$ cat src/rtl/fetch_ctrl_if.sv
`default_nettype none
// ============================================================================
// Module      : fetch_ctrl_if
// Description : Fetch-stage bus bundle. Carries the instruction-memory read
//               port and the decode-side valid/ready instruction handshake.
//               The master side is the fetch controller. The slave side is
//               the memory/decode environment.
// Revision    : 1.0 - initial release
// ============================================================================
interface fetch_ctrl_if #(
    parameter int XLEN = 32
);
    // instruction memory read port
    logic            imem_req;
    logic [XLEN-1:0] imem_addr;
    logic [XLEN-1:0] imem_rdata;

    // decode handshake
    logic            if_valid;
    logic            if_ready;
    logic [XLEN-1:0] if_instr;
    logic [XLEN-1:0] if_pc;
    logic [XLEN-1:0] if_pc_nxt;

    modport master (
        output imem_req,
        output imem_addr,
        input  imem_rdata,
        output if_valid,
        input  if_ready,
        output if_instr,
        output if_pc,
        output if_pc_nxt
    );

    modport slave (
        input  imem_req,
        input  imem_addr,
        output imem_rdata,
        input  if_valid,
        output if_ready,
        input  if_instr,
        input  if_pc,
        input  if_pc_nxt
    );
endinterface
`default_nettype wire

$ cat src/rtl/fetch_ctrl.sv
`default_nettype none
// ============================================================================
// Module      : fetch_ctrl
// Description : Instruction-fetch sequencer. Owns the word-addressed PC,
//               issues single-cycle-latency reads to the instruction memory,
//               buffers returned words in a 2-entry FIFO and hands them to
//               decode over valid/ready. Execute redirects flush everything.
//               Halt only blocks new issues.
// Revision    : 1.0 - initial release
// ============================================================================
module fetch_ctrl #(
    parameter int              XLEN     = 32,
    parameter logic [XLEN-1:0] RESET_PC = '0
) (
    input  wire logic            clk,
    input  wire logic            rst,
    input  wire logic            redirect_valid,
    input  wire logic [XLEN-1:0] redirect_pc,
    input  wire logic            halt,
    fetch_ctrl_if.master         bus,
    output logic                 busy
);

    localparam logic [1:0] c_fifo_full = 2'd2;

    // PC and the single outstanding memory read
    logic [XLEN-1:0] r_pc;
    logic [XLEN-1:0] r_tag;
    logic            r_inflight;

    // 2-entry circular FIFO of {instruction, pc}
    logic [XLEN-1:0] r_fifo_instr [2];
    logic [XLEN-1:0] r_fifo_pc    [2];
    logic            r_wptr;
    logic            r_rptr;
    logic [1:0]      r_count;

    logic            w_valid;
    logic            w_pop;
    logic            w_push;
    logic            w_issue;
    logic [2:0]      w_occ;
    logic            w_nonempty;
    logic [XLEN-1:0] w_head_pc;

    // Handshake, issue and push decisions for this cycle
    always_comb begin
        w_nonempty = (r_count != 2'd0);
        // A redirect kills the output in the same cycle so stale instructions
        // are never consumed alongside the PC change.
        w_valid    = w_nonempty & ~redirect_valid;
        w_pop      = w_valid & bus.if_ready;
        // Slots that will be occupied once this cycle's pop and the pending
        // return settle. A new read may go out only if its data has a place
        // to land next cycle. This is what keeps pushes off a full FIFO.
        w_occ      = {1'b0, r_count} + {2'b00, r_inflight} - {2'b00, w_pop};
        w_issue    = ~rst & ~halt & ~redirect_valid & (w_occ < 3'd2);
        // Returning data belongs to the old path when a redirect arrives.
        w_push     = r_inflight & ~redirect_valid;
        w_head_pc  = w_nonempty ? r_fifo_pc[r_rptr] : '0;
    end

    assign bus.imem_req  = w_issue;
    assign bus.imem_addr = r_pc;
    assign bus.if_valid  = w_valid;
    // Head fields read as zero while empty so an idle stage presents a clean bus.
    assign bus.if_instr  = w_nonempty ? r_fifo_instr[r_rptr] : '0;
    assign bus.if_pc     = w_head_pc;
    assign bus.if_pc_nxt = w_nonempty ? (w_head_pc + {{(XLEN-1){1'b0}}, 1'b1}) : '0;
    assign busy          = r_inflight | w_nonempty;

    // PC, in-flight flag and tag update: reset, then redirect, then issue
    always_ff @(posedge clk) begin
        if (rst) begin
            r_pc       <= RESET_PC;
            r_tag      <= '0;
            r_inflight <= 1'b0;
        end else if (redirect_valid) begin
            r_pc       <= redirect_pc;
            r_inflight <= 1'b0;
        end else if (w_issue) begin
            r_pc       <= r_pc + {{(XLEN-1){1'b0}}, 1'b1};
            r_tag      <= r_pc;
            r_inflight <= 1'b1;
        end else begin
            r_inflight <= 1'b0;
        end
    end

    // FIFO pointers and occupancy, flushed on reset or redirect
    always_ff @(posedge clk) begin
        if (rst || redirect_valid) begin
            r_wptr  <= 1'b0;
            r_rptr  <= 1'b0;
            r_count <= 2'd0;
        end else begin
            if (w_push) begin
                r_wptr <= ~r_wptr;
            end
            if (w_pop) begin
                r_rptr <= ~r_rptr;
            end
            case ({w_push, w_pop})
                2'b10:   r_count <= r_count + 2'd1;
                2'b01:   r_count <= r_count - 2'd1;
                default: r_count <= r_count;
            endcase
        end
    end

    // FIFO storage write; contents are only observed while the count is non-zero
    always_ff @(posedge clk) begin
        if (!rst && w_push) begin
            r_fifo_instr[r_wptr] <= bus.imem_rdata;
            r_fifo_pc[r_wptr]    <= r_tag;
        end
    end

    // The issue rule must never let a return arrive with both slots occupied,
    // and a pop can never occur on an empty FIFO.
    a_no_push_when_full: assert property (@(posedge clk) disable iff (rst)
        w_push |-> (r_count != c_fifo_full));
    a_no_pop_when_empty: assert property (@(posedge clk) disable iff (rst)
        w_pop |-> (r_count != 2'd0));

endmodule
`default_nettype wire

$ cat src/flat_wrapper.sv
// flat-port wrapper written by rule: the top's interface ports become plain ports
module fetch_ctrl_flat 
#(
    parameter int              XLEN     = 32,
    parameter logic [XLEN-1:0] RESET_PC = '0
)
  (clk, rst, redirect_valid, redirect_pc, halt, busy, bus_imem_req, bus_imem_addr, bus_imem_rdata, bus_if_valid, bus_if_ready, bus_if_instr, bus_if_pc, bus_if_pc_nxt);
  fetch_ctrl_if #(.XLEN(XLEN)) bus_i ();
  input  wire logic clk;
  input  wire logic rst;
  input  wire logic redirect_valid;
  input  wire logic [XLEN-1:0] redirect_pc;
  input  wire logic halt;
  output logic busy;
  output wire logic [$bits(bus_i.imem_req)-1:0] bus_imem_req;
  output wire logic [$bits(bus_i.imem_addr)-1:0] bus_imem_addr;
  input wire logic [$bits(bus_i.imem_rdata)-1:0] bus_imem_rdata;
  output wire logic [$bits(bus_i.if_valid)-1:0] bus_if_valid;
  input wire logic [$bits(bus_i.if_ready)-1:0] bus_if_ready;
  output wire logic [$bits(bus_i.if_instr)-1:0] bus_if_instr;
  output wire logic [$bits(bus_i.if_pc)-1:0] bus_if_pc;
  output wire logic [$bits(bus_i.if_pc_nxt)-1:0] bus_if_pc_nxt;
  assign bus_imem_req = bus_i.imem_req;
  assign bus_imem_addr = bus_i.imem_addr;
  assign bus_i.imem_rdata = bus_imem_rdata;
  assign bus_if_valid = bus_i.if_valid;
  assign bus_i.if_ready = bus_if_ready;
  assign bus_if_instr = bus_i.if_instr;
  assign bus_if_pc = bus_i.if_pc;
  assign bus_if_pc_nxt = bus_i.if_pc_nxt;
  fetch_ctrl #(.XLEN(XLEN), .RESET_PC(RESET_PC)) u_core (.clk(clk), .rst(rst), .redirect_valid(redirect_valid), .redirect_pc(redirect_pc), .halt(halt), .bus(bus_i), .busy(busy));
endmodule
$ cat config.mk
export PLATFORM = sky130hd
export DESIGN_NAME = fetch_ctrl_flat
export DESIGN_NICKNAME = d
export VERILOG_FILES = /design/src/rtl/fetch_ctrl_if.sv /design/src/rtl/fetch_ctrl.sv /design/src/flat_wrapper.sv
export SDC_FILE = /design/constraint.sdc
export NUM_CORES = 1
export LEC_CHECK = 0
export BUFFER_PORTS_ARGS = -buffer_cell sky130_fd_sc_hd__buf_2
export CORE_MARGIN = 4
export CORE_UTILIZATION = 40
export CTS_BUF_LIST = sky130_fd_sc_hd__clkbuf_8
export CTS_CLUSTER_DIAMETER = 50
export DETAILED_ROUTE_END_ITERATION = 10
export PLACE_DENSITY_LB_ADDON = 0.2
export SETUP_SLACK_MARGIN = 0.5
export SYNTH_ARGS = -nofsm -noshare
export SYNTH_HDL_FRONTEND = slang
export SYNTH_SLANG_ARGS = --single-unit
$ cat constraint.sdc
create_clock -name clk -period 7.1 [get_ports clk]
set_input_delay 1.065 -clock clk [delete_from_list [all_inputs] [get_ports clk]]
set_output_delay 1.065 -clock clk [all_outputs]
set_load 0.03 [all_outputs]
==> metrics.cfg <==
[outcome]
status=complete, no violations

[sta]
rsz0062_at_grt=no
tightest_slew_ns=0.897
hold_ws_ns=0.460
maxSlewHeadroom_pct=40.2
period_share_pct=70.7
setup_violations=0
setup-tns-final_ns=0
layout_min_cycle_time_ns=5.02
skew_ns=0.0163
final-hold-violation-count=0
finalMaxSlewViolations=0
clock.fmax_mhz=199

[power]
ir_drop_mv=0.109
power_density_mw_per_mm2=200
power_uw=2120
p_leak_uw=0.00401

[die]
initial_core_util_pct=40.9
dieHeight_um=158
rows=54
die-area_sq_mm=0.0249
top_level_ports=200
fp.coreArea_sq_mm=0.0220
die_x_um=158

[global_route]
grt_pass1_vias=6365
grt_max_degree=67
antenna_found_initial=0
grt_remaining_overflow=0
grt_pass1_wl_um=34900
grt.total_usage_pct=17.8

[placement]
io_buffers=199
gp_congestion=0.848
hpwlAfterDp_um=16000
place_inst=1261

[synthesis]
async_flop_share_pct=0
synth_cells=818
synth_xor_area_share_pct=4.29
synthDistinctLibCells=53
syn_nets=892
yosysSeqAreaShare_pct=58.4
postSynthAreaPerCell_sq_um=11.0
synthSimpleGateAreaFrac_pct=17.7
ys_ff_latch=198
yosys.area_share.adder_pct=0.780
netlist_area_sq_mm=0.00898
yosysWarnings=0
synth_top_family_by_area=simple AND/OR/NAND/NOR gates
yosysTopAreaCell=edfxtp_1
synth_compound_area_share_pct=7.16
synth-edff-count=128
synth_top_area_share_pct=42.8
ys.flop_type=edfxtp_1
synth.area.mux_share_pct=8.60
ys_top_cells_by_area=edfxtp_1, dfxtp_1, mux2i_1

[clocking]
path_clk_slew_ns=0.11
cts_sinks=198
root_buffer=clkbuf_8
ctsResizeCount=0
postCtsSetupBuffers=0
cts_made_buffers=17
clockBufferDepth=2
worstSkewPairLatency_ns=0.46
h-tree-depth=4
cts_tree=yes
ctsHoldBuffers=0

[finish]
fin_nets=1074
drive_gt1_share_pct=26.5
antenna_cells=0
layout_commonest_cell=buf_2
area_growth_pct=18.1
utilization_pct=48.3
n_fill_cell=2109
layout.cells.most_common_list=buf_2, edfxtp_1, nand2_1
final_cells=1293

[routing]
wire_per_inst_um=17.6
via_count=6709
drc_errors=0
ant_nets=0
drtPass1Iterations=5
routed_wl_um=22800
drtIter0Drc=519
via_per_inst=5.19

[job]
cap_violations=0

[setup_path]
crit_type=reg2out
cp.required_ns=6.03
critical_path.max_fanout=42
cp-end-kind=primary output
cp.arrival_ns=3.96
startpoint_type=flop

[min_path]
hold_path_class=reg2reg

sequential cells by signal, summed over array words and instances (netlist names), named ones only:
name                  count
u_core.r_fifo_instr      64
u_core.bus.imem_addr     32
u_core.r_rptr             1
u_core.r_wptr             1
u_core.r_count            2
u_core.r_tag             32
u_core.r_inflight         1
u_core.r_fifo_pc         64
cell usage after synthesis, types with 3 or more instances:
cell type	n
a31oi_1	5
nor3_1	21
nand3_1	22
buf_6	4
nand4_1	27
nand2_1	120
buf_1	4
and3_1	4
ha_1	4
a21oi_1	55
a211oi_1	9
clkbuf_1	20
nor2_1	89
dfxtp_1	70
o21ai_0	11
or3_1	5
edfxtp_1	128
xnor2_1	16
nand2b_1	3
buf_2	16
nor2_2	3
nand3b_1	9
a211oi_2	6
nor2b_1	3
o211ai_1	4
mux2i_1	67
mux2_1	6
and2_1	7
mux2_2	3
xor2_1	28
nor4_1	9
inv_1	10
power by group:
group	leakage, uW	internal [uW]	total, uW	switching, uW
Sequential	0.00180	1240	1260	26.1
Clock	0.000202	270	715	445
Combinational	0.00201	46.5	139	92.1
Total	0.00401	1550	2120	563
logic make-up (layout without fill, tap and decap cells):
group           after synthesis  in the layout
xor+xnor                     44             44
flops                       198            198
mux                          76             76
buf+inv                      57            252
fa+ha+maj                     5              5
simple gates                335            335
compound gates              103            103
metal layers:
layer  global-route usage (%)  vias to the layer above  share of wire, %
met5                        0                        -                 0
li1                         -                     3317                 -
met1                     26.6                     3148                48
met2                     26.7                      227                44
met4                     4.01                        0               1.2
met3                     3.91                       17               6.8
metrics by stage:
| step | worst slack [ns] | cell area (sq um) |
|---|---|---|
| global route | 1.81 | 10600 |
| finish | 2.08 | 10600 |
| CTS | 2.02 | 10600 |
| detailed placement | 2.48 | 10200 |
| global placement | 2.56 | 10200 |
| floorplan | 2.42 | 8980 |
cell type report:
cell class              instances  area (sq um)  area share (%)
clock inverters                15           173            1.63
clock buffers                  17           234            2.21
flip-flops and latches        198          5250            49.5
multi-input cells             563          3480            32.8
repair buffers                209          1070            10.1
well taps                     280           350            3.31
inverters                      11          41.3           0.390
path summary, 6_finish.rpt:
| kind | from | endpoint | slack [ns] | cells after the start |
|---|---|---|---|---|
| min | u_core.r_tag[5] | u_core.r_fifo_pc[0][5] | 0.46 | 0 |
| max reg2reg | u_core.r_count[1] | u_core.bus.imem_addr[20] | 3.16 | 13 |
| max | flop | bus_if_pc_nxt[31] | 2.08 | 7 |
| min reg2reg | u_core.r_tag[5] | u_core.r_fifo_pc[0][5] | 0.46 | 0 |
worst max-delay path: stages (launching register included):
cell and delay (ns):
dfxtp_4 0.80, buf_4 0.63, nand3_1 0.22, a22oi_2 0.31, nand4_1 0.55, nor4_1 0.52, mux2i_1 0.23, buf_2 0.22
Note: power is estimated with default switching activity, not from simulation.
